File: src/rtl/order_manager.sv
// order_manager: generates and retires customer orders and runs the round
// countdown and score. It feeds the graphics stage from registers.
//
// Optional feature macro: ORDER_TIP_EN. When it is defined, a serve earns
// 20 points plus the served order's remaining seconds. Otherwise a serve
// earns a flat 20 points.
//
// Ports:
//   clock        system clock
//   reset        asynchronous, active-high reset
//   game_state   global game state; GAME_STATE_PLAY means "in game"
//   serve        single-cycle pulse: a full bowl was delivered
//   orders       number of active orders, 0..4
//   order_times  remaining seconds per slot; slot 0 is the oldest, invalid slots read 0
//   time_left    round seconds remaining
//   point_total  score, 0..1023
//   serve_ack    one-cycle pulse: the serve matched an order
//   game_over    one-cycle pulse: the round timer reached 0
module order_manager #(
  parameter int unsigned TICKS_PER_SEC   = 65_000_000,
  parameter int unsigned GAME_SECONDS    = 180,
  parameter int unsigned ORDER_LIFE      = 30,
  parameter int unsigned SPAWN_PERIOD    = 10,
  parameter logic [2:0]  GAME_STATE_PLAY = 3'd1
) (
  input  logic            clock,
  input  logic            reset,
  input  logic [2:0]      game_state,
  input  logic            serve,
  output logic [3:0]      orders,
  output logic [3:0][4:0] order_times,
  output logic [7:0]      time_left,
  output logic [9:0]      point_total,
  output logic            serve_ack,
  output logic            game_over
);

  localparam int unsigned SEC_W = (TICKS_PER_SEC > 1) ? $clog2(TICKS_PER_SEC) : 1;
  localparam int unsigned SPN_W = $clog2(SPAWN_PERIOD + 1);

  typedef enum logic [1:0] {
    S_IDLE,
    S_PLAY,
    S_DONE
  } state_t;

  state_t           state, state_nx;
  logic             was_play;
  logic [SEC_W-1:0] sec_cnt, sec_cnt_nx;
  logic [SPN_W-1:0] spawn_cnt, spawn_cnt_nx, spawn_inc;

  logic [3:0]       orders_nx;
  logic [3:0][4:0]  times_nx;
  logic [7:0]       time_left_nx;
  logic [9:0]       point_nx;
  logic             ack_nx;
  logic             over_nx;

  logic             play_now;
  logic             tick;
  logic [3:0][4:0]  q;
  logic [3:0]       n;
  logic [3:0][4:0]  q2;
  logic [3:0]       n2;
  logic [2:0]       expired;
  logic [10:0]      reward;
  logic [10:0]      sum;
  logic [10:0]      pen;

  always_comb begin
    state_nx     = state;
    sec_cnt_nx   = sec_cnt;
    spawn_cnt_nx = spawn_cnt;
    spawn_inc    = spawn_cnt + 1'b1;
    orders_nx    = orders;
    times_nx     = order_times;
    time_left_nx = time_left;
    point_nx     = point_total;
    ack_nx       = 1'b0;
    over_nx      = 1'b0;
    play_now     = (game_state == GAME_STATE_PLAY);
    tick         = 1'b0;
    q            = '0;
    n            = '0;
    q2           = '0;
    n2           = '0;
    expired      = '0;
    reward       = '0;
    sum          = '0;
    pen          = '0;

    unique case (state)
      S_IDLE, S_DONE: begin
        // A round starts only on the cycle game_state becomes PLAY, so a
        // finished round stays in DONE until the game state leaves and re-enters PLAY.
        if (play_now && !was_play) begin
          state_nx     = S_PLAY;
          sec_cnt_nx   = '0;
          spawn_cnt_nx = '0;
          orders_nx    = 4'd1;
          times_nx     = '0;
          times_nx[0]  = 5'(ORDER_LIFE);
          time_left_nx = 8'(GAME_SECONDS);
          point_nx     = '0;
        end
      end

      S_PLAY: begin
        if (!play_now) begin
          state_nx = S_IDLE;
        end else begin
          tick       = (sec_cnt == SEC_W'(TICKS_PER_SEC - 1));
          sec_cnt_nx = tick ? '0 : sec_cnt + 1'b1;

          // Serve acts on pre-tick slot 0, so it can never also expire.
          q = order_times;
          n = orders;
          if (serve && (orders != 4'd0)) begin
            ack_nx = 1'b1;
`ifdef ORDER_TIP_EN
            reward = 11'd20 + 11'(order_times[0]);
`else
            reward = 11'd20;
`endif
            q = {5'd0, order_times[3:1]};
            n = orders - 4'd1;
          end

          if (tick) begin
            // Decrement survivors and compact out any that reach zero.
            for (int unsigned i = 0; i < 4; i++) begin
              if (i < 32'(n)) begin
                if (q[i] == 5'd1) begin
                  expired = expired + 3'd1;
                end else begin
                  q2[n2[1:0]] = q[i] - 5'd1;
                  n2          = n2 + 4'd1;
                end
              end
            end

            if (spawn_inc == SPN_W'(SPAWN_PERIOD)) begin
              spawn_cnt_nx = '0;
              if (n2 < 4'd4) begin
                q2[n2[1:0]] = 5'(ORDER_LIFE);
                n2          = n2 + 4'd1;
              end
            end else begin
              spawn_cnt_nx = spawn_inc;
            end

            time_left_nx = time_left - 1'b1;
            if (time_left == 8'd1) begin
              state_nx = S_DONE;
              over_nx  = 1'b1;
            end
          end else begin
            q2 = q;
            n2 = n;
          end

          // Reward saturates first, then the expiry penalty floors at zero.
          sum = 11'(point_total) + reward;
          if (sum > 11'd1023) begin
            sum = 11'd1023;
          end
          pen      = 11'(expired) * 11'd10;
          point_nx = (sum > pen) ? 10'(sum - pen) : '0;

          orders_nx = n2;
          times_nx  = q2;
        end
      end

      default: state_nx = S_IDLE;
    endcase
  end

  always_ff @(posedge clock or posedge reset) begin
    if (reset) begin
      state       <= S_IDLE;
      was_play    <= 1'b0;
      sec_cnt     <= '0;
      spawn_cnt   <= '0;
      orders      <= '0;
      order_times <= '0;
      time_left   <= 8'(GAME_SECONDS);
      point_total <= '0;
      serve_ack   <= 1'b0;
      game_over   <= 1'b0;
    end else begin
      state       <= state_nx;
      was_play    <= play_now;
      sec_cnt     <= sec_cnt_nx;
      spawn_cnt   <= spawn_cnt_nx;
      orders      <= orders_nx;
      order_times <= times_nx;
      time_left   <= time_left_nx;
      point_total <= point_nx;
      serve_ack   <= ack_nx;
      game_over   <= over_nx;
    end
  end

endmodule

File: config.mk
export PLATFORM = sky130hd
export DESIGN_NAME = order_manager
export DESIGN_NICKNAME = d
export VERILOG_FILES = /design/src/rtl/order_manager.sv
export SDC_FILE = /design/constraint.sdc
export NUM_CORES = 1
export LEC_CHECK = 0
export CORE_ASPECT_RATIO = 0.7
export CORE_UTILIZATION = 55
export CTS_CLUSTER_SIZE = 40
export DETAILED_ROUTE_END_ITERATION = 8
export GPL_TIMING_DRIVEN = 1
export PLACE_DENSITY = 0.76
export REMOVE_ABC_BUFFERS = 1
export SLEW_MARGIN = 20
export SYNTH_ARGS = -nofsm -noshare
export SYNTH_HDL_FRONTEND = slang
export SYNTH_SLANG_ARGS = --single-unit
File: constraint.sdc
create_clock -name clock -period 11.7 [get_ports clock]
set_clock_uncertainty 0.05 [all_clocks]
set_input_delay 2.925 -clock clock [delete_from_list [all_inputs] [get_ports clock]]
set_output_delay 2.925 -clock clock [all_outputs]
set_load 0.005 [all_outputs]
==> results.md <==
* Synth area leaders: dfrtp_1, ha_1, nand2_1
* Post-synth cell types at 76
* Area taken by multi-input logic gates at 4020 um^2
* Worst EP required at 11830 ps
* Total CTS buffers at 9
* IO Pins at 50
* Placed cells at 908
* Initial antenna violation count at 0
* Yosys top cell by area: dfrtp_1
* CP arrival at 9950 ps
* Leakage at 3.13 nW
* Post-synth EDFFs at 0
* Die width at 129 um
* Crit path time final at 9810 ps
* Via count at 5810
* Post-Syn Area at 6230 um^2
* Root buf cell: clkbuf_16
* Fin cells at 924
* Wire per inst at 19.8 um
* Total gr overflow at 0
* P&R area growth vs syn at 15.0%
* Yosys Warn Count at 0
* IO Port Bufs at 49
* Post-DR vias/cell at 6.29
* First-pass GRT wire length at 29100 um
* Slew @ Worst Pin at 975 ps
* Total power at 1.12 mW
* WL met2 at 7790 um
* Sequential area share after synthesis at 31.0%
* Final Util at 65.1%
* Met3 wire len at 1380 um
* Vias in the first global route at 5385
* Post_cts resized at 0
* Met1 WL at 8930 um
* Detail Placement HPWL at 13500 um
* Fill cells at 945
* Synthesized instance count at 732
* Setup bufs post-CTS at 0
* Top layer in use: met4
* Largest net degree at the start of global routing at 78
* Rows at 32
* Total track usage at 32.3%
* CP Launch Type: input port
* Clock Sink Count at 77
* Headroom to the max-slew limit at 35.0%
* H-tree levels at 3
* Max-cap violation count at 0
* DRC viols at 0
* Post-route clock period utilization at 83.9%
* CP Capture Type: flop
* WS Path Type: input port to flop
* Antenna-violating nets left at 0
* Peak fanout along the critical path at 15
* Worst skew pair latency at 340 ps
* HP Class: flop to flop
* Crit path largest cell delay at 890 ps
* Layout cell share with drive strength beyond 1 at 7.91%
* Post-Syn Area per Cell at 8.51 um^2
* Final hold violations at 0
* Outcome: finished clean
* Reg clk slew, reported paths at 60 ps
* Yosys reg bits at 77
* ANT cells at 0
* Most used cell, CP: ha_1
* Fin nets at 815
* Drt first pass iters at 5
* Initial DRC Count at 601
* CTS tree: built
* Hold buffer count at CTS at 0
* Initial Util at 56.6%
* Final Slew Violations at 0
* Final wirelength at 18300 um
* Top cell type's share of synthesized area at 29.3%
* Post-synth ARST share at 100%
* Crit-path slowest cell: clkdlybuf4s50_1
* RSZ-0062 raised after global routing: false
* Core footprint at 11000 um^2
* Top_reg_cell synth: dfrtp_1
* Final setup fails at 0
* CTS Buffer Depth at 2
* Maximum vdd drop at 0.167 mV
* Pwr/cell area at 157 nW/um^2
* RD Place Congestion at 0.973
* F_max at 102 MHz
* Die area at 11800 um^2
* Final setup TNS at 0 ps
* DIE HEIGHT at 91.1 um
* Total area of sequential cells at 1930 um^2
## critical path: cells and delay by family
kind	cells	cell delay, ps
compound gates	9	2040
xor+xnor	1	160
fa+ha+maj	7	1810
buf+inv	4	1070
mux	2	570
simple gates	6	1340
## final timing paths
kind | slack, ps | depth (start not counted) | endpoint | from
worst max register to register | 3850 | 31 | point_total[8] | orders[0]
min in group asynchronous | 3170 | 3 | sec_cnt[24] | reset
max in group asynchronous | 7820 | 3 | order_times[9] | reset
worst min register to register | 460 | 2 | sec_cnt[1] | sec_cnt[1]
worst max-delay path | 1890 | 29 | point_total[8] | serve
worst min-delay path | 460 | 2 | sec_cnt[1] | sec_cnt[1]
## layout by cell type, fill, tap and decap left out, types with 5 or more instances in the layout
master / Yosys / final
o31ai_1: 5 / 5
a21o_1: 10 / 10
nand3_1: 31 / 31
nor2_1: 68 / 68
dfrtp_1: 73 / 73
a31oi_1: 15 / 15
xor2_1: 32 / 32
o21ai_0: 42 / 42
ha_1: 42 / 42
xnor2_1: 26 / 26
a221o_1: 6 / 6
inv_1: 31 / 30
nand4_1: 10 / 10
a22o_1: 9 / 9
nor2b_1: 8 / 8
o21ai_1: 7 / 6
nor3_1: 15 / 15
a21oi_1: 27 / 26
o22ai_1: 6 / 6
and4_1: 5 / 5
clkdlybuf4s50_1: 0 / 49
and3_1: 12 / 12
and2_1: 6 / 6
buf_4: 0 / 7
mux2i_1: 16 / 16
nand2_1: 95 / 95
nand2b_1: 8 / 8
clkbuf_16: 0 / 9
a211o_1: 5 / 5
a211oi_1: 5 / 5
## cell usage after synthesis (3+ instances only)
master      n
nand2_1    95
dfrtp_1    73
nor2_1     68
ha_1       42
o21ai_0    42
xor2_1     32
inv_1      31
nand3_1    31
a21oi_1    27
xnor2_1    26
clkbuf_1   20
mux2i_1    16
a31oi_1    15
nor3_1     15
and3_1     12
a21o_1     10
nand4_1    10
a22o_1      9
nand2b_1    8
nor2b_1     8
buf_2       7
o21ai_1     7
a221o_1     6
and2_1      6
o22ai_1     6
a211o_1     5
a211oi_1    5
and4_1      5
buf_6       5
o31ai_1     5
a22oi_1     4
a32o_1      4
dfstp_2     4
o2111ai_1   4
a21oi_2     3
a2bb2oi_1   3
a31oi_2     3
a41oi_1     3
mux2_2      3
nor3b_1     3
o211ai_1    3
## final cells by class
type / count / share of cell area (%)
clock inverters: 6 / 1.64
inverters: 33 / 1.73
repair buffers: 56 / 7.58
multi-input cells: 589 / 56.1
clock buffers: 10 / 3.33
well taps: 153 / 2.67
flip-flops and latches: 77 / 27.0
## flip-flops by register name (all words and copies together), names as in the netlist
signal	cells
sec_cnt	26
order_times	20
point_total	10
time_left	8
orders	4
spawn_cnt	4
state	2
game_over	1
serve_ack	1
was_play	1
## layer usage
metal,vias up,GRT usage (%)
li1,2705,-
met5,-,0
met1,2830,50.6
met3,22,5.60
met4,0,6.57
met2,253,45.6
## cell families after synthesis
family,Yosys count,share of synthesized area [%]
flops,77,31.0
fa+ha+maj,43,8.75
xor+xnor,59,8.41
mux,19,3.11
simple gates,282,22.0
compound gates,186,22.0
buf+inv,66,4.72
## report_power, final
part	total, mW	switching [mW]	leakage, nW	internal, mW
Sequential	0.302	0.0225	1.04	0.279
Clock	0.332	0.116	0.171	0.216
Combinational	0.490	0.307	1.92	0.183
## metrics by stage
stage	hold WS (ps)	setup WS, ps	area (um^2)
after global routing	491	1350	7170
after global placement	438	1560	6800
after detailed placement	450	1160	6800
after floorplan	418	2990	6060
after CTS	464	1550	7160
final	463	1890	7170
No activity file was read; power rests on OpenSTA's default activity.
